$ cat src/rtl/pa_fpu.sv
// Shared types and register-map helpers for the FPU host front end.
// Latency: n/a (declarations only).
// Backpressure: n/a.
package pa_fpu;

    typedef enum logic [7:0] {
        op_add  = 8'h00,
        op_sub  = 8'h01,
        op_mul  = 8'h02,
        op_div  = 8'h03,
        op_sqrt = 8'h04,
        op_cmp  = 8'h05
    } opcode_e;

    typedef enum logic [1:0] {
        IDLE  = 2'd0,
        START = 2'd1,
        WAIT  = 2'd2,
        DONE  = 2'd3
    } state_e;

    // Status register bit positions; core flags occupy [ST_FLAGS +: 4].
    localparam int ST_BUSY  = 0;
    localparam int ST_END   = 1;
    localparam int ST_ERR   = 2;
    localparam int ST_TO    = 3;
    localparam int ST_FLAGS = 4;

    // Command register sits right after the last operand lane.
    function automatic int cmd_addr(int n_ops, int bpo);
        return n_ops * bpo;
    endfunction

    function automatic int status_addr(int n_ops, int bpo);
        return cmd_addr(n_ops, bpo) + 1;
    endfunction

    function automatic int result_addr(int n_ops, int bpo, int lane);
        return cmd_addr(n_ops, bpo) + 2 + lane;
    endfunction

endpackage

$ cat src/rtl/fpu_host_if.sv
// Host register window (operands, command, status, result) plus command handshake to the FPU core.
// Latency: write strobe edge n -> register update / start_o after n+1; read data registered one edge.
// Backpressure: none on the host bus; writes while busy are dropped and flagged in the sticky err bit.
module fpu_host_if
    import pa_fpu::*;
#(
    parameter int DATA_W  = 8,
    parameter int OP_W    = 32,
    parameter int N_OPS   = 2,
    parameter int ADDR_W  = 6,
    parameter int TIMEOUT = 1023
) (
    input  logic                    clk,
    input  logic                    arst_n,
    input  logic [DATA_W-1:0]       databus_in,
    output logic [DATA_W-1:0]       databus_out,
    input  logic [ADDR_W-1:0]       addr,
    input  logic                    cs,
    input  logic                    rd,
    input  logic                    wr,
    input  logic                    end_ack,
    output logic                    cmd_end,
    output logic                    busy,
    output logic [N_OPS*OP_W-1:0]   operands_o,
    output logic [DATA_W-1:0]       opcode_o,
    output logic                    start_o,
    input  logic                    core_done_i,
    input  logic [OP_W-1:0]         result_i,
    input  logic [3:0]              core_flags_i
);

    localparam int BPO  = OP_W / DATA_W;
    localparam int CMD  = cmd_addr(N_OPS, BPO);
    localparam int WD_W = $clog2(TIMEOUT + 1);

    localparam logic [ADDR_W-1:0] A_CMD  = ADDR_W'(CMD);
    localparam logic [ADDR_W-1:0] A_STAT = ADDR_W'(status_addr(N_OPS, BPO));
    localparam logic [WD_W-1:0]   WD_TOP = WD_W'(TIMEOUT);

    // Captured host write (one per strobe), processed one edge after it is sampled.
    logic                strobe_prev;
    logic                wr_evt;
    logic [ADDR_W-1:0]   waddr;
    logic [DATA_W-1:0]   wdata;

    state_e              state_q, state_d;
    logic [N_OPS*OP_W-1:0] ops_q;
    logic [DATA_W-1:0]   opcode_q;
    logic [OP_W-1:0]     result_q;
    logic [3:0]          flags_q;
    logic                err_q;
    logic                to_q;
    logic [WD_W-1:0]     wd_q;

    logic                busy_w;
    logic                cmd_wr;
    logic                cmd_go;
    logic                ld_result;
    logic                set_to;
    logic [DATA_W-1:0]   status_w;
    logic [DATA_W-1:0]   rdata;

    assign busy_w     = (state_q == START) || (state_q == WAIT);
    assign cmd_wr     = wr_evt && (waddr == A_CMD);
    assign busy       = busy_w;
    assign start_o    = (state_q == START);
    assign cmd_end    = (state_q == DONE);
    assign operands_o = ops_q;
    assign opcode_o   = opcode_q;

    // Falling-edge detect on the combined cs|wr strobe, with address/data captured alongside.
    always_ff @(posedge clk or negedge arst_n) begin
        if (!arst_n) begin
            strobe_prev <= 1'b1;
            wr_evt      <= 1'b0;
            waddr       <= '0;
            wdata       <= '0;
        end else begin
            strobe_prev <= cs | wr;
            wr_evt      <= ~cs & ~wr & strobe_prev;
            waddr       <= addr;
            wdata       <= databus_in;
        end
    end

    // Command FSM state register.
    always_ff @(posedge clk or negedge arst_n) begin
        if (!arst_n) begin
            state_q <= IDLE;
        end else begin
            state_q <= state_d;
        end
    end

    // Next state; done beats the watchdog, and a command write in DONE beats end_ack.
    always_comb begin
        state_d   = state_q;
        cmd_go    = 1'b0;
        ld_result = 1'b0;
        set_to    = 1'b0;
        case (state_q)
            IDLE: begin
                if (cmd_wr) begin
                    cmd_go  = 1'b1;
                    state_d = START;
                end
            end
            START: state_d = WAIT;
            WAIT: begin
                if (core_done_i) begin
                    ld_result = 1'b1;
                    state_d   = DONE;
                end else if (wd_q == WD_TOP) begin
                    set_to  = 1'b1;
                    state_d = DONE;
                end
            end
            DONE: begin
                if (cmd_wr) begin
                    cmd_go  = 1'b1;
                    state_d = START;
                end else if (end_ack) begin
                    state_d = IDLE;
                end
            end
            default: state_d = IDLE;
        endcase
    end

    // Register file, sticky error/timeout bits, result latch and saturating watchdog.
    always_ff @(posedge clk or negedge arst_n) begin
        if (!arst_n) begin
            ops_q    <= '0;
            opcode_q <= '0;
            result_q <= '0;
            flags_q  <= '0;
            err_q    <= 1'b0;
            to_q     <= 1'b0;
            wd_q     <= '0;
        end else begin
            if (wr_evt && busy_w) begin
                err_q <= 1'b1;
            end else if (cmd_go) begin
                err_q <= 1'b0;
            end
            for (int i = 0; i < CMD; i++) begin
                if (wr_evt && !busy_w && (waddr == ADDR_W'(i))) begin
                    ops_q[i*DATA_W +: DATA_W] <= wdata;
                end
            end
            if (cmd_go) begin
                opcode_q <= wdata;
            end
            if (state_q == START) begin
                wd_q <= '0;
            end else if ((state_q == WAIT) && (wd_q != WD_TOP)) begin
                wd_q <= wd_q + WD_W'(1);
            end
            if (cmd_go) begin
                to_q <= 1'b0;
            end else if (set_to) begin
                to_q <= 1'b1;
            end
            if (ld_result) begin
                result_q <= result_i;
                flags_q  <= core_flags_i;
            end else if (set_to) begin
                result_q <= '0;
            end
        end
    end

    // Status word as seen by the host.
    always_comb begin
        status_w                  = '0;
        status_w[ST_BUSY]         = busy_w;
        status_w[ST_END]          = (state_q == DONE);
        status_w[ST_ERR]          = err_q;
        status_w[ST_TO]           = to_q;
        status_w[ST_FLAGS +: 4]   = flags_q;
    end

    // Read mux over the register map; unmapped addresses return zero.
    always_comb begin
        rdata = '0;
        for (int i = 0; i < CMD; i++) begin
            if (addr == ADDR_W'(i)) begin
                rdata = ops_q[i*DATA_W +: DATA_W];
            end
        end
        if (addr == A_CMD) begin
            rdata = opcode_q;
        end
        if (addr == A_STAT) begin
            rdata = status_w;
        end
        for (int j = 0; j < BPO; j++) begin
            if (addr == ADDR_W'(result_addr(N_OPS, BPO, j))) begin
                rdata = result_q[j*DATA_W +: DATA_W];
            end
        end
    end

    // Registered read data, zero whenever no read strobe is active.
    always_ff @(posedge clk or negedge arst_n) begin
        if (!arst_n) begin
            databus_out <= '0;
        end else begin
            databus_out <= (!cs && !rd) ? rdata : '0;
        end
    end

endmodule

$ cat config.mk
export PLATFORM = sky130hd
export DESIGN_NAME = fpu_host_if
export DESIGN_NICKNAME = d
export VERILOG_FILES = /design/src/rtl/pa_fpu.sv /design/src/rtl/fpu_host_if.sv
export SDC_FILE = /design/constraint.sdc
export NUM_CORES = 1
export LEC_CHECK = 0
export ABC_AREA = 1
export CORE_MARGIN = 3
export CORE_UTILIZATION = 68
export CTS_BUF_LIST = sky130_fd_sc_hd__clkbuf_16
export DETAILED_ROUTE_END_ITERATION = 8
export DONT_BUFFER_PORTS = 1
export GPL_TIMING_DRIVEN = 0
export PLACE_DENSITY_LB_ADDON = 0.1
export SETUP_SLACK_MARGIN = 0.3
export SLEW_MARGIN = 10
export SYNTH_ARGS = -nofsm -noshare
export SYNTH_HDL_FRONTEND = slang
export SYNTH_SLANG_ARGS = --single-unit
$ cat constraint.sdc
create_clock -name clk -period 5.54 [get_ports clk]
set_input_delay 1.385 -clock clk [delete_from_list [all_inputs] [get_ports clk]]
set_output_delay 1.385 -clock clk [all_outputs]
set_load 0.005 [all_outputs]
==> metrics.txt <==
status finished, final reports clean; CTS tree built; routed len/inst 19.4 um; boundary pin count 140; Detail Route Antenna Nets 0; post-detail-place hpwl 12600 um; clock net sink count 146; syn avg cell area 8.42 um^2; Seq cells post-synth 146; Initial Util 0.708; Tightest Pin Transition 581 ps; initial detailed-routing violation count 550; Post-synth ARST share 1.00; Fillers 626; post-synthesis adder-cell area fraction 0.0114; clk buf depth 2; antenna fix cells 0; WP data required 4160 ps; Port Buf Inserts 0; RSZ-0062 raised after global routing false; Synth Cell Area 6600 um^2; skew final 9.03 ps; Die W 105 um; number of max-cap violations 0; sequential cell area 3650 um^2; Critical Path End Type primary output; fin nets 866; sequential fraction of the synthesis area 0.553; row count 35; power density over the cells 409 nW/um^2; VDD IR max 352 uV; cells after synthesis 784; EDFF count, synth 0; fin crit period 2770 ps; Die H 105 um; Compound-Gate Fraction of Synth Area 0.0980; Period Utilization, post-route 0.501; Setup crit start kind flip-flop; Syn-to-layout area delta 10.6%; Worst-path clk slew 60 ps; total core area 9330 um^2; Peak Freq 360 MHz; Ys Warns 0; Yosys cell types 30; DR DRC count 0; initial antenna violation count 0; clock root cell clkbuf_16; WS Path Type reg2out; vias per cell 6.17; Final Util 0.783; Via Count 5825; vias in the first global route 5594; setup TNS 0 ps; Hold Buf Count CTS 0; most frequent cells in the layout 210 x nand2_1, 145 x dfrtp_1, 95 x o21ai_0, 83 x nand3_1, 77 x inv_1; CP Max Fanout 5; multi-input logic area 2530 um^2; CTS resizes 0; worst hold path type reg2reg; WP data arrival 1390 ps; Pleak 3.51 nW; Placer Congestion 0.930; layout cell share with drive strength beyond 1 0.0859; syn nets 847; mux contribution to synthesized area 0.00682; H-Tree Level Count 4; Post CTS Setup Buffer Count 0; Synth Area in Simple Gates 0.267; largest net degree at the start of global routing 147; global-route usage over all layers 0.342; count of pins over their slew limit 0; Clk Latency, worst-skew pair 420 ps; first drt pass iteration count 6; top_reg_cell synth dfrtp_1; DIE AREA 10900 um^2; first-pass GRT wire length 28900 um; Slew headroom 0.611; endpoints failing hold 0; Num CTS Buffers 17; grt ovf 0; commonest non-fill, non-tap cell in the layout nand2_1; xor/xnor share of the synthesized area 0; aggregate routed wire length 18300 um; Final setup violation count 0; combinational family with the most area after synthesis simple AND/OR/NAND/NOR gates
[per-stage QoR]
| stage | hold WS, ps | cell area [um^2] | setup slack, ps | cells | total power [W] |
|---|---|---|---|---|---|
| CTS | 496 | 7310 | 2780 | 944 | 0.00298 |
| global placement | 461 | 6770 | 2640 | 913 | 0.00186 |
| global route | 508 | 7310 | 2700 | 944 | 0.00312 |
| floorplan | 448 | 6600 | 3040 | 784 | 0.00175 |
| finish | 498 | 7310 | 2770 | 944 | 0.00299 |
| detailed placement | 465 | 6770 | 2660 | 913 | 0.00191 |
[sequential cells by signal (all words and copies together), names as in the netlist]
register,count
opcode_o,8
operands_o,64
result_q,32
err_q,1
flags_q,4
wdata,8
wd_q,10
state_q,2
to_q,1
waddr,6
databus_out,8
wr_evt,1
strobe_prev,1
[per-layer routing]
layer	GRT usage	vias to the layer above	wire, um
li1	-	2604	-
met1	0.456	2802	6950
met2	0.533	361	8630
met3	0.110	58	2220
met4	0.118	0	517
met5	0	-	0
[critical path, stage by stage, from the launching register on]
cell,delay [ps]
dfrtp_1,440
inv_1,110
ha_1,420
[synthesized netlist by cell type (2+ instances only)]
cell	n	share of area
inv_2	4	0.0023
o21ai_0	95	0.072
buf_4	2	0.0023
nand3_1	83	0.063
ha_1	6	0.011
nor3_1	5	0.0038
nand3_2	2	0.0030
nand2_2	6	0.0057
buf_2	4	0.0030
nor2_1	42	0.024
nand4_1	25	0.024
nor2_2	8	0.0076
clkbuf_1	21	0.012
a21oi_1	29	0.022
inv_1	77	0.044
nand2_1	210	0.12
dfrtp_1	145	0.55
mux2_2	4	0.0068
nor2_4	5	0.0085
[cell families (layout without fill, tap and decap cells)]
kind of cell / count (synthesis) / after routing
AND/OR/NAND/NOR: 392 / 392
adder cells (fa/ha/maj): 6 / 6
multiplexers: 4 / 4
flip-flops: 146 / 146
AO/OA/AOI/OAI: 128 / 128
buffers and inverters: 108 / 139
[cell type report]
type / instances / share of cell area
clock buffer: 17 / 0.0582
inverter: 81 / 0.0416
sequential: 146 / 0.500
multi-input combinational: 530 / 0.346
tap: 129 / 0.0221
clock inverter: 14 / 0.0159
buffer: 27 / 0.0156
[power by group]
group | internal, W | total, W | switching (W)
clock | 0.000611 | 0.00106 | 0.000452
sequential | 0.00127 | 0.00142 | 0.000154
combinational | 0.000169 | 0.000501 | 0.000332
[worst paths after layout]
| path | start | to | slack (ps) | cells past startpoint |
|---|---|---|---|---|
| worst max-delay path | state_q[1] | busy | 2770 | 2 |
| worst min-delay path | strobe_prev | wr_evt | 500 | 2 |
| worst max register to register | state_q[1] | operands_o[6] | 3240 | 9 |
| worst min register to register | strobe_prev | wr_evt | 500 | 2 |
| max in group asynchronous | arst_n | strobe_prev | 4680 | 0 |
| min in group asynchronous | arst_n | operands_o[29] | 650 | 0 |
No activity file was read; power rests on OpenSTA's default activity.
